===== config.mk =====
export PLATFORM = sky130hd
export DESIGN_NAME = seg7_scan_mux
export DESIGN_NICKNAME = d
export VERILOG_FILES = /design/src/rtl/seg7_pkg.sv /design/src/rtl/seg7_hex_decode.sv /design/src/rtl/seg7_scan_mux.sv
export SDC_FILE = /design/constraint.sdc
export NUM_CORES = 1
export LEC_CHECK = 0
export BUFFER_PORTS_ARGS = -buffer_cell sky130_fd_sc_hd__buf_2
export CORE_AREA = 2 2 101 64
export CTS_CLUSTER_DIAMETER = 50
export DETAILED_ROUTE_END_ITERATION = 8
export DIE_AREA = 0 0 103 66
export HOLD_SLACK_MARGIN = 0.05
export PLACE_DENSITY = 0.79
export SETUP_SLACK_MARGIN = 0.2
export SYNTH_ARGS = -nofsm -noshare
export SYNTH_HDL_FRONTEND = slang
export SYNTH_SLANG_ARGS = --single-unit

===== constraint.sdc =====
create_clock -name CLK -period 4.3 [get_ports CLK]
set_input_delay 0.86 -clock CLK [delete_from_list [all_inputs] [get_ports CLK]]
set_output_delay 0.86 -clock CLK [all_outputs]
set_load 0.005 [all_outputs]

===== src/rtl/seg7_pkg.sv =====
// Shared constants and helpers for the multiplexed 7-segment driver.
// Segment order is g..a with bit0 = a, active-high before polarity.
package seg7_pkg;

  localparam logic [15:0][6:0] HEX_SEG = {
    7'h71, 7'h79, 7'h5E, 7'h39,
    7'h7C, 7'h77, 7'h6F, 7'h7F,
    7'h07, 7'h7D, 7'h6D, 7'h66,
    7'h4F, 7'h5B, 7'h06, 7'h3F
  };

  // Minimum width of 1 so single-digit builds still get a legal index
  function automatic int clog2(input int n);
    int w;
    w = 1;
    while ((1 << w) < n) w++;
    return w;
  endfunction

  function automatic logic [6:0] seg_off(input bit active_low);
    return active_low ? 7'h7F : 7'h00;
  endfunction

  function automatic logic [31:0] dig_off(input bit active_low);
    return active_low ? 32'hFFFF_FFFF : 32'h0;
  endfunction

endpackage


===== src/rtl/seg7_hex_decode.sv =====
// Hex nibble to active-high g..a segment pattern.
// Pure combinational lookup into the package table.
module seg7_hex_decode
  import seg7_pkg::*;
(
  input  logic [3:0] val,
  output logic [6:0] seg
);

  assign seg = HEX_SEG[val];

endmodule


===== src/rtl/seg7_scan_mux.sv =====
// N-digit multiplexed 7-segment scanner with dead-time, PWM dimming,
// leading-zero suppression and frame-coherent shadowing of all inputs.
module seg7_scan_mux
  import seg7_pkg::*;
#(
  parameter int N_DIGITS       = 4,
  parameter int DIV            = 50000,
  parameter int DEAD           = 16,
  parameter int PWM_BITS       = 4,
  parameter bit SEG_ACTIVE_LOW = 1'b1,
  parameter bit DIG_ACTIVE_LOW = 1'b1
) (
  input  logic                  CLK,
  input  logic                  RST_N,
  input  logic                  EN,
  input  logic [4*N_DIGITS-1:0] DIGIT_VAL,
  input  logic [N_DIGITS-1:0]   DIGIT_BLANK,
  input  logic [N_DIGITS-1:0]   DP,
  input  logic                  LZ_SUPPRESS,
  input  logic [PWM_BITS-1:0]   BRIGHT,
  output logic [6:0]            SEG,
  output logic                  SEG_P,
  output logic [N_DIGITS-1:0]   DIG,
  output logic                  FRAME_TICK
);

  localparam int IW = clog2(N_DIGITS);
  localparam int CW = clog2(DIV);
  localparam int VW = 4 * N_DIGITS;

  localparam logic [CW-1:0] CNT_LAST = CW'(DIV - 1);
  localparam logic [IW-1:0] IDX_LAST = IW'(N_DIGITS - 1);
  localparam logic [6:0]    SEG_OFF  = seg_off(SEG_ACTIVE_LOW);
  localparam logic [31:0]   DOFF32   = dig_off(DIG_ACTIVE_LOW);
  localparam logic [N_DIGITS-1:0] DIG_OFF = DOFF32[N_DIGITS-1:0];
  localparam logic          SEGP_OFF = SEG_ACTIVE_LOW;

  logic [CW-1:0]       slot_cnt;
  logic [IW-1:0]       idx;
  logic [VW-1:0]       sh_val;
  logic [N_DIGITS-1:0] sh_blank;
  logic [N_DIGITS-1:0] sh_dp;
  logic                sh_lz;
  logic [PWM_BITS-1:0] sh_bright;

  logic                frame_start;
  logic [VW-1:0]       e_val;
  logic [N_DIGITS-1:0] e_blank;
  logic [N_DIGITS-1:0] e_dp;
  logic                e_lz;
  logic [PWM_BITS-1:0] e_bright;
  logic [PWM_BITS-1:0] pwm_slot;

  logic [3:0]          cur_val;
  logic                cur_blank;
  logic                cur_dp;
  logic                supp;
  logic                dead_ok;
  logic                pwm_on;
  logic                lit;
  logic [6:0]          dec_seg;
  logic [6:0]          seg_raw;
  logic [N_DIGITS-1:0] dig_raw;

  assign frame_start = EN && (idx == '0) && (slot_cnt == '0);

  // The frame-start cycle already decides with the freshly sampled inputs
  assign e_val    = frame_start ? DIGIT_VAL   : sh_val;
  assign e_blank  = frame_start ? DIGIT_BLANK : sh_blank;
  assign e_dp     = frame_start ? DP          : sh_dp;
  assign e_lz     = frame_start ? LZ_SUPPRESS : sh_lz;
  assign e_bright = frame_start ? BRIGHT      : sh_bright;

  always_comb begin
    logic run;
    run       = e_lz;
    cur_val   = '0;
    cur_blank = 1'b0;
    cur_dp    = 1'b0;
    supp      = 1'b0;
    for (int i = N_DIGITS - 1; i >= 0; i--) begin
      run = run && (e_val[4*i +: 4] == 4'h0);
      if (idx == IW'(i)) begin
        cur_val   = e_val[4*i +: 4];
        cur_blank = e_blank[i];
        cur_dp    = e_dp[i];
        supp      = run && (i > 0);
      end
    end
  end

  seg7_hex_decode u_dec (
    .val (cur_val),
    .seg (dec_seg)
  );

  assign pwm_slot = PWM_BITS'(slot_cnt);
  assign dead_ok  = int'(slot_cnt) >= DEAD;
  assign pwm_on   = (e_bright == '1) || (pwm_slot < e_bright);

  // A suppressed digit is only enabled when it has a DP to show
  assign lit = dead_ok && pwm_on && !cur_blank && !(supp && !cur_dp);

  assign seg_raw = (lit && !supp) ? dec_seg : 7'h00;

  always_comb begin
    dig_raw = '0;
    for (int i = 0; i < N_DIGITS; i++)
      dig_raw[i] = lit && (idx == IW'(i));
  end

  always_ff @(posedge CLK or negedge RST_N) begin
    if (!RST_N) begin
      slot_cnt   <= '0;
      idx        <= '0;
      sh_val     <= '0;
      sh_blank   <= '0;
      sh_dp      <= '0;
      sh_lz      <= 1'b0;
      sh_bright  <= '0;
      SEG        <= SEG_OFF;
      SEG_P      <= SEGP_OFF;
      DIG        <= DIG_OFF;
      FRAME_TICK <= 1'b0;
    end else if (!EN) begin
      slot_cnt   <= '0;
      idx        <= '0;
      SEG        <= SEG_OFF;
      SEG_P      <= SEGP_OFF;
      DIG        <= DIG_OFF;
      FRAME_TICK <= 1'b0;
    end else begin
      if (slot_cnt == CNT_LAST) begin
        slot_cnt <= '0;
        idx      <= (idx == IDX_LAST) ? '0 : idx + 1'b1;
      end else begin
        slot_cnt <= slot_cnt + 1'b1;
      end
      if (frame_start) begin
        sh_val    <= DIGIT_VAL;
        sh_blank  <= DIGIT_BLANK;
        sh_dp     <= DP;
        sh_lz     <= LZ_SUPPRESS;
        sh_bright <= BRIGHT;
      end
      FRAME_TICK <= frame_start;
      SEG        <= SEG_ACTIVE_LOW ? ~seg_raw : seg_raw;
      SEG_P      <= SEG_ACTIVE_LOW ? ~(lit && cur_dp) : (lit && cur_dp);
      DIG        <= DIG_ACTIVE_LOW ? ~dig_raw : dig_raw;
    end
  end

endmodule

==> impl_metrics.py, run 1 <==
metrics = {
    "pwr": {
        "ir_drop_mv": 0.206,
        "powerDensity_nw_per_um2": 416,
        "p_leak_nw": 1.64,
        "p_int_mw": 1.14,
        "power.switching_mw": 0.421,
        "p_comb_frac": 0.188,
        "seqPwrFrac": 0.432,
        "clockPowerShare": 0.380,
        "netSwitchingFraction": 0.269,
        "p_total_mw": 1.57,
    },
    "grt": {
        "grt_pass1_vias": 2395,
        "grt_use_met3": 0.0761,
        "overflow": 0,
        "grt_busiest_layer": "met1",
        "grt_start_max_net_pins": 33,
        "use_met2": 0.306,
        "grt_use_total": 0.236,
        "grt_antenna_before_repair": 0,
        "grtUsageMet1": 0.367,
        "grt_pass1_wl_mm": 11.9,
    },
    "placement": {
        "place_ws_ps": 416,
        "io_buffer_count": 44,
        "dp_hpwl_mm": 5.23,
        "gp_congestion": 0.822,
        "dp_cells": 411,
    },
    "finish": {
        "fin_util": 0.638,
        "syn_to_final_growth_pct": 16.0,
        "fillCellCount": 497,
        "diodes": 0,
        "fin_cells": 427,
        "nets": 384,
        "layout_common_cells": "dfrtp_1 (48), buf_2 (44), nor2_1 (28)",
        "final_common_cell": "dfrtp_1",
        "drive_gt1_frac": 0.344,
    },
    "route": {
        "wl_mm": 7.06,
        "drtAntennaViolNets": 0,
        "drcViolationCount": 0,
        "firstDrtPassIters": 5,
        "wl_per_cell_um": 16.5,
        "viasPerCell": 5.70,
        "dr_total_vias": 2435,
        "detail_route.iter0.violations": 165,
    },
    "cts": {
        "clock_sinks": 60,
        "postCtsHoldBufs": 0,
        "root_buffer": "clkbuf_8",
        "clock_latency_ps": 350,
        "cts_made_buffers": 9,
        "cts_resized": 0,
        "clock_path_buffers": 2,
        "clk_pin_slew_ps": 70,
        "cts_tree": "done",
        "post_cts_buffers": 0,
        "h-tree-depth": 3,
    },
    "floorplan": {
        "die_x_um": 103,
        "rows": 22,
        "pin_count": 45,
        "start_util": 0.550,
        "die_h_um": 66,
        "die-area_um2": 6800,
        "coreArea_um2": 5890,
    },
    "synthesis": {
        "yosysTopAreaCellShare": 0.371,
        "synth.area.top_cells": "dfrtp_1 (37%), dfstp_2 (9.7%), mux2_2 (8.3%)",
        "dominantRegCellSynth": "dfrtp_1",
        "syn_area_um2": 3240,
        "syn_avg_cell_area_um2": 11.2,
        "synthXorXnorAreaFrac": 0.0378,
        "synth_nets": 335,
        "yosys_warnings": 0,
        "synthSimpleGateAreaFrac": 0.176,
        "postSynthCellCount": 289,
        "synth_compound_area_frac": 0.108,
        "synth_mux_area_frac": 0.120,
        "synth_top_family_by_area": "simple AND/OR/NAND/NOR gates",
        "yosys.area_share.adder": 0.0540,
        "yosysUniqueCellTypes": 61,
        "yosys_register_bits": 60,
        "synth_top_area_cell": "dfrtp_1",
        "ys_seq_area_frac": 0.468,
        "synthArstFlopShare": 1.00,
        "synth_edf_count": 0,
    },
    "setup_path": {
        "start_kind": "flop",
        "arrival_ps": 4010,
        "crit_chain": "inv_1 -> ha_2 -> nand4_2 -> nor2_4 -> mux2_2 -> inv_1 -> ha_1 -> a2111oi_0 -> o21ai_0 -> mux2i_1 -> a211oi_1 -> a311oi_2 -> nand2_2 -> a311o_1",
        "worst_setup_path_end_kind": "flop",
        "cp_max_fo": 13,
        "slowest_stage": "a2111oi_0",
        "cp_num_buf_inv": 2,
        "path_delay_family": "compound AO/OA/AOI/OAI gates",
        "critPathRequiredTime_ps": 4570,
        "worst_path_largest_cell_delay_ps": 550,
        "worstSetupPathType": "flop to flop",
        "worst_path_most_repeated_cell": "inv_1",
    },
    "sta": {
        "timing.final.ws_setup_ps": 563,
        "period_share": 0.869,
        "fin_skew_ps": 9.51,
        "setup_viol": 0,
        "max_freq_ghz": 0.268,
        "fin_setup_tns_ps": 0,
        "slew_headroom": 0.545,
        "hold_violations": 0,
        "rsz0062_at_grt": "no",
        "layout_min_cycle_time_ps": 3740,
        "tightest_slew_ps": 683,
        "drv_slew": 0,
    },
    "outcome": {
        "status": "complete, no violations",
    },
    "job": {
        "max_cap_viol_count": 0,
    },
    "min_path": {
        "min-delay-path-class": "flop to flop",
    },
}
[per-layer routing]
layer | wire length, um | up-vias | part of all wire
met5 | 0 | - | 0
met2 | 2770 | 118 | 0.39
met1 | 3530 | 1181 | 0.50
met4 | 65 | 0 | 0.0092
li1 | - | 1128 | -
met3 | 692 | 8 | 0.098
[path summary, 6_finish.rpt]
check	start	to	slack (ps)	depth (start not counted)
hold / removal	sh_dp[0]	sh_dp[0]	500	2
setup / recovery	idx[0]	SEG[2]	560	14
min in group asynchronous	RST_N	slot_cnt[11]	550	1
max in group asynchronous	RST_N	DIG[3]	2850	2
setup reg to reg	idx[0]	SEG[2]	560	14
hold reg to reg	sh_dp[0]	sh_dp[0]	500	2
[through the flow]
stage               hold slack [ps]  instance area, um^2
floorplan                       455                 3240
global placement                485                 3520
detailed placement              496                 3520
CTS                             510                 3760
global route                    529                 3760
finish                          504                 3760
[cell families after synthesis]
kind of cell             Yosys count
multiplexers                      34
AND/OR/NAND/NOR                  106
adder cells (fa/ha/maj)           14
flip-flops                        60
buffers and inverters             23
XOR/XNOR                          14
AO/OA/AOI/OAI                     38
[flip-flops by register name, indices dropped and copies added, names as in the netlist]
register and count:
SEG 7, DIG 4, idx 2, sh_blank 4, slot_cnt 16, sh_val 16, FRAME_TICK 1, sh_lz 1
sh_dp 4, sh_bright 4, SEG_P 1
[worst min-delay path, cell delays in order, from the launching register on]
cell	delay [ps]
dfrtp_1	320
mux2i_1	90
inv_1	60
[final cells by class]
| cell class | count | area, um^2 | area share |
|---|---|---|---|
| Tap cell | 84 | 105 | 0.0280 |
| Clock inverter | 4 | 70.1 | 0.0186 |
| Timing Repair Buffer | 47 | 243 | 0.0646 |
| Inverter | 14 | 52.6 | 0.0140 |
| Clock buffer | 12 | 165 | 0.0439 |
| Multi-Input combinational cell | 206 | 1610 | 0.428 |
| Sequential cell | 60 | 1520 | 0.403 |
[power groups by stage]
stage               registers [mW]  clock network [mW]  logic [mW]
global route                 0.681               0.640       0.326
CTS                          0.674               0.604       0.294
floorplan                    0.665                   0       0.225
global placement             0.681                   0       0.282
detailed placement           0.684                   0       0.291
finish                       0.676               0.596       0.294
[Yosys cell counts (3+ instances only)]
cell type and instances:
nand3_1 16, mux2i_1 7, a221o_1 4, nor3_1 9, buf_2 3, and3_1 5, xnor2_1 4, dfstp_2 12
nand2_1 22, and2_1 5, nor2_1 28, inv_1 14, xor2_1 10, o21ai_0 5, dfrtp_1 48, or3_1 3
a21oi_1 5, mux2_2 24, buf_4 3, ha_1 14
Power figures use the tool's default switching activity.
==> run 2, diff against run 1 <==
- BUFFER_PORTS_ARGS: -buffer_cell sky130_fd_sc_hd__buf_2 -> -buffer_cell sky130_fd_sc_hd__clkbuf_2
- MAX_ROUTING_LAYER: unset -> met4
==> run 2 against run 1 <==
Sequential power is essentially flat. First-iteration DRC count shrank 7.3%. Combinational power is essentially flat. Critical path type unchanged. Total power grew 2.5%. Wire length shrank 2.1%. Die area is the same. Clock power grew 6.9%. Sequential cell count is the same. Clock-buffer cell count is the same. Critical path depth is the same. Global-route usage grew 0.18 points. Critical endpoint unchanged.
==> impl_metrics.py, run 2 (synthesized netlist as in run 1, its figures left out) <==
metrics = {
    "outcome": {
        "status": "complete, no violations",
    },
    "pwr": {
        "seqPwrFrac": 0.421,
        "ir_drop_mv": 0.217,
        "powerDensity_nw_per_um2": 425,
        "p_leak_nw": 1.66,
        "p_int_mw": 1.19,
        "power.switching_mw": 0.416,
        "clockPowerShare": 0.397,
        "netSwitchingFraction": 0.259,
        "p_total_mw": 1.60,
        "p_comb_frac": 0.182,
    },
    "placement": {
        "io_buffer_count": 44,
        "place_ws_ps": 473,
        "gp_congestion": 0.861,
        "dp_hpwl_mm": 5.05,
        "postPlaceCellArea_um2": 3520,
    },
    "setup_path": {
        "reg2reg_depth": 14,
        "worst_path_largest_cell_delay_ps": 560,
        "start_kind": "flop",
        "crit_chain": "inv_1 -> ha_2 -> nand4_2 -> nor2_4 -> mux2_2 -> inv_1 -> ha_1 -> a2111oi_0 -> o21ai_0 -> mux2i_1 -> a211oi_1 -> a311oi_2 -> nand2_2 -> a311o_1",
        "reg2reg_from": "idx[0]",
        "critPathRequiredTime_ps": 4570,
        "worst_setup_path_end_kind": "flop",
        "r2r-end": "SEG[2]",
        "cp_max_fo": 13,
        "arrival_ps": 3940,
        "r2r_slack_ps": 630,
        "worst_path_most_repeated_cell": "inv_1",
        "worstSetupPathType": "flop to flop",
        "slowest_stage": "a2111oi_0",
    },
    "finish": {
        "syn_to_final_growth_pct": 16.4,
        "reg.largest.list": "sh_val: 16 flops, slot_cnt: 16 flops, SEG: 7 flops",
        "diodes": 0,
        "drive_gt1_frac": 0.341,
        "final_common_cell": "dfrtp_1",
        "layout_common_cells": "dfrtp_1 (48), clkbuf_2 (44), nor2_1 (28)",
        "design_area_um2": 3770,
        "nets": 384,
    },
    "floorplan": {
        "rows": 22,
        "start_util": 0.550,
        "die-area_um2": 6800,
        "die_x_um": 103,
        "pin_count": 45,
        "coreArea_um2": 5890,
        "die_h_um": 66,
    },
    "sta": {
        "fin_skew_ps": 10.5,
        "max_freq_ghz": 0.272,
        "rsz0062_at_grt": "no",
        "layout_min_cycle_time_ps": 3670,
        "timing.final.ws_setup_ps": 628,
        "hold_violations": 0,
        "period_share": 0.854,
        "drv_slew": 0,
        "slew_headroom": 0.388,
        "setup_viol": 0,
        "tightest_slew_ps": 919,
        "fin_setup_tns_ps": 0,
    },
    "cts": {
        "cts_tree": "done",
        "clock_latency_ps": 350,
        "h-tree-depth": 3,
        "cts_made_buffers": 9,
        "clock_path_buffers": 2,
        "post_cts_buffers": 0,
        "clock_sinks": 60,
        "root_buffer": "clkbuf_8",
        "postCtsHoldBufs": 0,
        "clk_pin_slew_ps": 70,
    },
    "route": {
        "drtAntennaViolNets": 0,
        "viasPerCell": 5.51,
        "wl_per_cell_um": 16.2,
        "detail_route.iter0.violations": 153,
        "dr_total_vias": 2352,
        "firstDrtPassIters": 4,
        "drcViolationCount": 0,
        "wl_mm": 6.91,
    },
    "grt": {
        "grt_pass1_vias": 2252,
        "grt_antenna_before_repair": 0,
        "grt_use_total": 0.238,
        "grt_start_max_net_pins": 39,
        "overflow": 0,
        "grt_pass1_wl_mm": 11.6,
    },
    "min_path": {
        "hold_start": "sh_lz",
        "hold_path_depth": 1,
        "min-delay-path-class": "flop to flop",
        "min_to": "sh_lz",
    },
    "job": {
        "max_cap_viol_count": 0,
    },
}
[run 2: cell count changes in the layout (fill, tap and decap cells not counted)]
cell,delta
buf_2,-44
clkbuf_2,+44
bufinv_16,+1
clkbuf_1,+1
clkbuf_8,-1
clkinv_2,-1
[run 2: worst max path at each step]
stage | start | endpoint | slack (ps) | cells after the start
after floorplan | EN | SEG[2] | 750 | 15
after global placement | EN | SEG[2] | 500 | 13
after CTS | idx[0] | SEG[0] | 440 | 11
after detailed placement | idx[0] | SEG[2] | 470 | 14
final | idx[0] | SEG[2] | 630 | 14
after global routing | idx[0] | SEG[2] | 310 | 14
[run 2: worst max-delay path, delay by kind of cell (launching register included)]
family / cells / cell delay (ps)
compound gates: 5 / 1560
fa+ha+maj: 2 / 540
buf+inv: 2 / 140
flops: 1 / 430
mux: 2 / 380
simple gates: 3 / 550
[run 2: layout make-up]
cell class,instances,area [um^2]
Sequential cell,60,1520
Timing Repair Buffer,47,243
Clock inverter,4,95.1
Tap cell,84,105
Fill cell,479,2120
Inverter,14,52.6
Multi-Input combinational cell,206,1610
Clock buffer,12,155
[run 2: power by group through the flow]
stage | sequential [mW] | clock, mW | combinational (mW)
3_5_place_dp | 0.683 | 0 | 0.288
6_report | 0.675 | 0.637 | 0.293
4_1_cts | 0.673 | 0.648 | 0.293
3_3_place_gp | 0.681 | 0 | 0.281
2_1_floorplan | 0.665 | 0 | 0.225
5_1_grt | 0.680 | 0.679 | 0.327
[run 2: repair_timing]
| item | CTS | global route |
|---|---|---|
| hold endpoints to repair | 0 | 0 |
| setup endpoints to repair | 0 | 7 |
| resized for setup | 0 | 1 |
[run 2: layer usage]
layer / up-vias / global-route usage / share of wire
li1: 1129 / - / -
met1: 1120 / 0.373 / 0.53
met2: 94 / 0.287 / 0.39
met3: 9 / 0.0655 / 0.068
met4: 0 / 0.0806 / 0.011
met5: - / - / 0
[run 2: metrics by stage]
step	std cells	util	hold WS (ps)
6_report	427	0.641	506
5_1_grt	427	0.641	524
4_1_cts	427	0.640	509
3_5_place_dp	411	0.598	492
3_3_place_gp	411	0.598	484
2_1_floorplan	289	-	455
==> run 3, diff against run 2 <==
==> constraint.sdc (replaced) <==
create_clock -name CLK -period 4.3 [get_ports CLK]
set_input_delay 0.215 -clock CLK [delete_from_list [all_inputs] [get_ports CLK]]
set_output_delay 0.215 -clock CLK [all_outputs]
set_load 0.005 [all_outputs]
==> run 3 against run 2 <==
Cell area grew 0.40%. Die area unchanged. Sequential share of layout area down 0.16 points. Non-clock buffer count up 2. Clock skew decreased by 1.9 ps. Fmax is 1.8% higher. Critical path depth is 3 lower. Utilization increased by 0.25 points. Clock-buffer cell count stayed put. Combinational power about the same.
==> impl_metrics.py, run 3 (synthesized netlist as in run 1, its figures left out) <==
metrics = {
    "outcome": {
        "status": "complete, no violations",
    },
    "pwr": {
        "p_leak_nw": 1.67,
        "ir_drop_mv": 0.200,
        "power.switching_mw": 0.412,
        "seqPwrFrac": 0.421,
        "powerDensity_nw_per_um2": 423,
        "netSwitchingFraction": 0.257,
        "p_int_mw": 1.19,
        "clockPowerShare": 0.394,
        "p_comb_frac": 0.185,
        "p_total_mw": 1.60,
    },
    "cts": {
        "clock_sinks": 60,
        "post_cts_buffers": 0,
        "cts_tree": "done",
        "root_buffer": "clkbuf_8",
        "h-tree-depth": 3,
        "cts_resized": 0,
        "clock_latency_ps": 340,
        "cts_made_buffers": 9,
        "clk_pin_slew_ps": 60,
        "clock_path_buffers": 2,
    },
    "sta": {
        "fin_skew_ps": 8.53,
        "slew_headroom": 0.503,
        "hold_violations": 0,
        "period_share": 0.839,
        "fin_setup_tns_ps": 0,
        "layout_min_cycle_time_ps": 3610,
        "tightest_slew_ps": 745,
        "setup_viol": 0,
        "drv_slew": 0,
        "rsz0062_at_grt": "no",
        "max_freq_ghz": 0.277,
    },
    "finish": {
        "multi_input_area_um2": 1610,
        "final_common_cell": "dfrtp_1",
        "seqCellArea_um2": 1520,
        "diodes": 0,
        "drive_gt1_frac": 0.339,
        "syn_to_final_growth_pct": 16.9,
        "fillCellCount": 466,
        "nets": 386,
        "reg.largest.list": "sh_val: 16 flops, slot_cnt: 16 flops, SEG: 7 flops",
        "layout_common_cells": "dfrtp_1 (48), clkbuf_2 (44), nor2_1 (28)",
    },
    "setup_path": {
        "cp_max_fo": 26,
        "worstSetupPathType": "flop to flop",
        "arrival_ps": 3850,
        "critPathRequiredTime_ps": 4540,
        "start_kind": "flop",
        "worst_setup_path_end_kind": "flop",
    },
    "grt": {
        "grt_pass1_wl_mm": 11.7,
        "overflow": 0,
        "grt_antenna_before_repair": 0,
        "grt_pass1_vias": 2285,
        "grt_use_total": 0.238,
        "grt_start_max_net_pins": 61,
    },
    "route": {
        "wl_mm": 6.96,
        "dr_total_vias": 2363,
        "drcViolationCount": 0,
        "wl_per_cell_um": 16.2,
        "drtAntennaViolNets": 0,
        "detail_route.iter0.violations": 161,
        "viasPerCell": 5.51,
        "firstDrtPassIters": 4,
    },
    "floorplan": {
        "pin_count": 45,
        "die-area_um2": 6800,
        "start_util": 0.550,
        "rows": 22,
        "die_h_um": 66,
        "die_x_um": 103,
        "coreArea_um2": 5890,
    },
    "job": {
        "max_cap_viol_count": 0,
    },
    "min_path": {
        "min-delay-path-class": "input pin to flop",
    },
    "placement": {
        "io_buffer_count": 44,
        "gp_congestion": 0.848,
        "dp_hpwl_mm": 5.09,
    },
}
-- run 3: power groups by stage --
stage	clock, mW	combinational, mW	sequential [mW]
global placement	0	0.281	0.681
floorplan	0	0.225	0.665
finish	0.631	0.296	0.675
detailed placement	0	0.291	0.683
CTS	0.644	0.297	0.673
global route	0.670	0.331	0.681
-- run 3: path summary, 6_finish.rpt --
check                                from           end  slack, ps  depth (start not counted)
hold reg to reg                  sh_dp[2]      sh_dp[2]        510                          1
min in group asynchronous           RST_N  slot_cnt[15]        560                          3
max in group asynchronous           RST_N    FRAME_TICK       3240                          3
setup reg to reg              slot_cnt[9]        SEG[3]        690                         11
hold / removal             DIGIT_BLANK[1]   sh_blank[1]         90                          3
setup / recovery              slot_cnt[9]        SEG[3]        690                         11
-- run 3: per-stage QoR --
| stage | hold WS [ps] | worst slack, ps | std cells | util | cell area, um^2 |
|---|---|---|---|---|---|
| CTS | 70.7 | 704 | 429 | 0.643 | 3790 |
| global route | 96.7 | 329 | 429 | 0.643 | 3790 |
| floorplan | -80.6 | 843 | 289 | - | 3240 |
| detailed placement | 415 | 730 | 412 | 0.599 | 3530 |
| finish | 87.0 | 692 | 429 | 0.643 | 3790 |
| global placement | 416 | 826 | 412 | 0.599 | 3530 |
-- run 3: cell type report --
| cell class | count | share of cell area |
|---|---|---|
| Multi-Input combinational cell | 206 | 0.424 |
| Clock inverter | 4 | 0.0251 |
| Tap cell | 84 | 0.0277 |
| Inverter | 14 | 0.0139 |
| Clock buffer | 12 | 0.0409 |
| Timing Repair Buffer | 49 | 0.0687 |
| Sequential cell | 60 | 0.400 |
-- run 3: what timing repair did --
item,in CTS,in global routing
hold buffers,1,0
setup endpoints to repair,0,0
hold endpoints to repair,31,0
-- run 3: critical path: stages (launching register included) --
cell,delay (ps)
dfrtp_1,420
nor3_1,440
nand4_4,180
nor2_4,170
buf_4,320
mux2_2,390
o221ai_1,550
inv_1,160
ha_1,310
mux2_2,300
mux2i_1,160
nand3_1,110
-- run 3: metal layers --
metal | routed length [um] | track usage
met1 | 3640 | 0.360
met2 | 2710 | 0.297
met3 | 540 | 0.0761
met4 | 62 | 0.0806
met5 | 0 | -
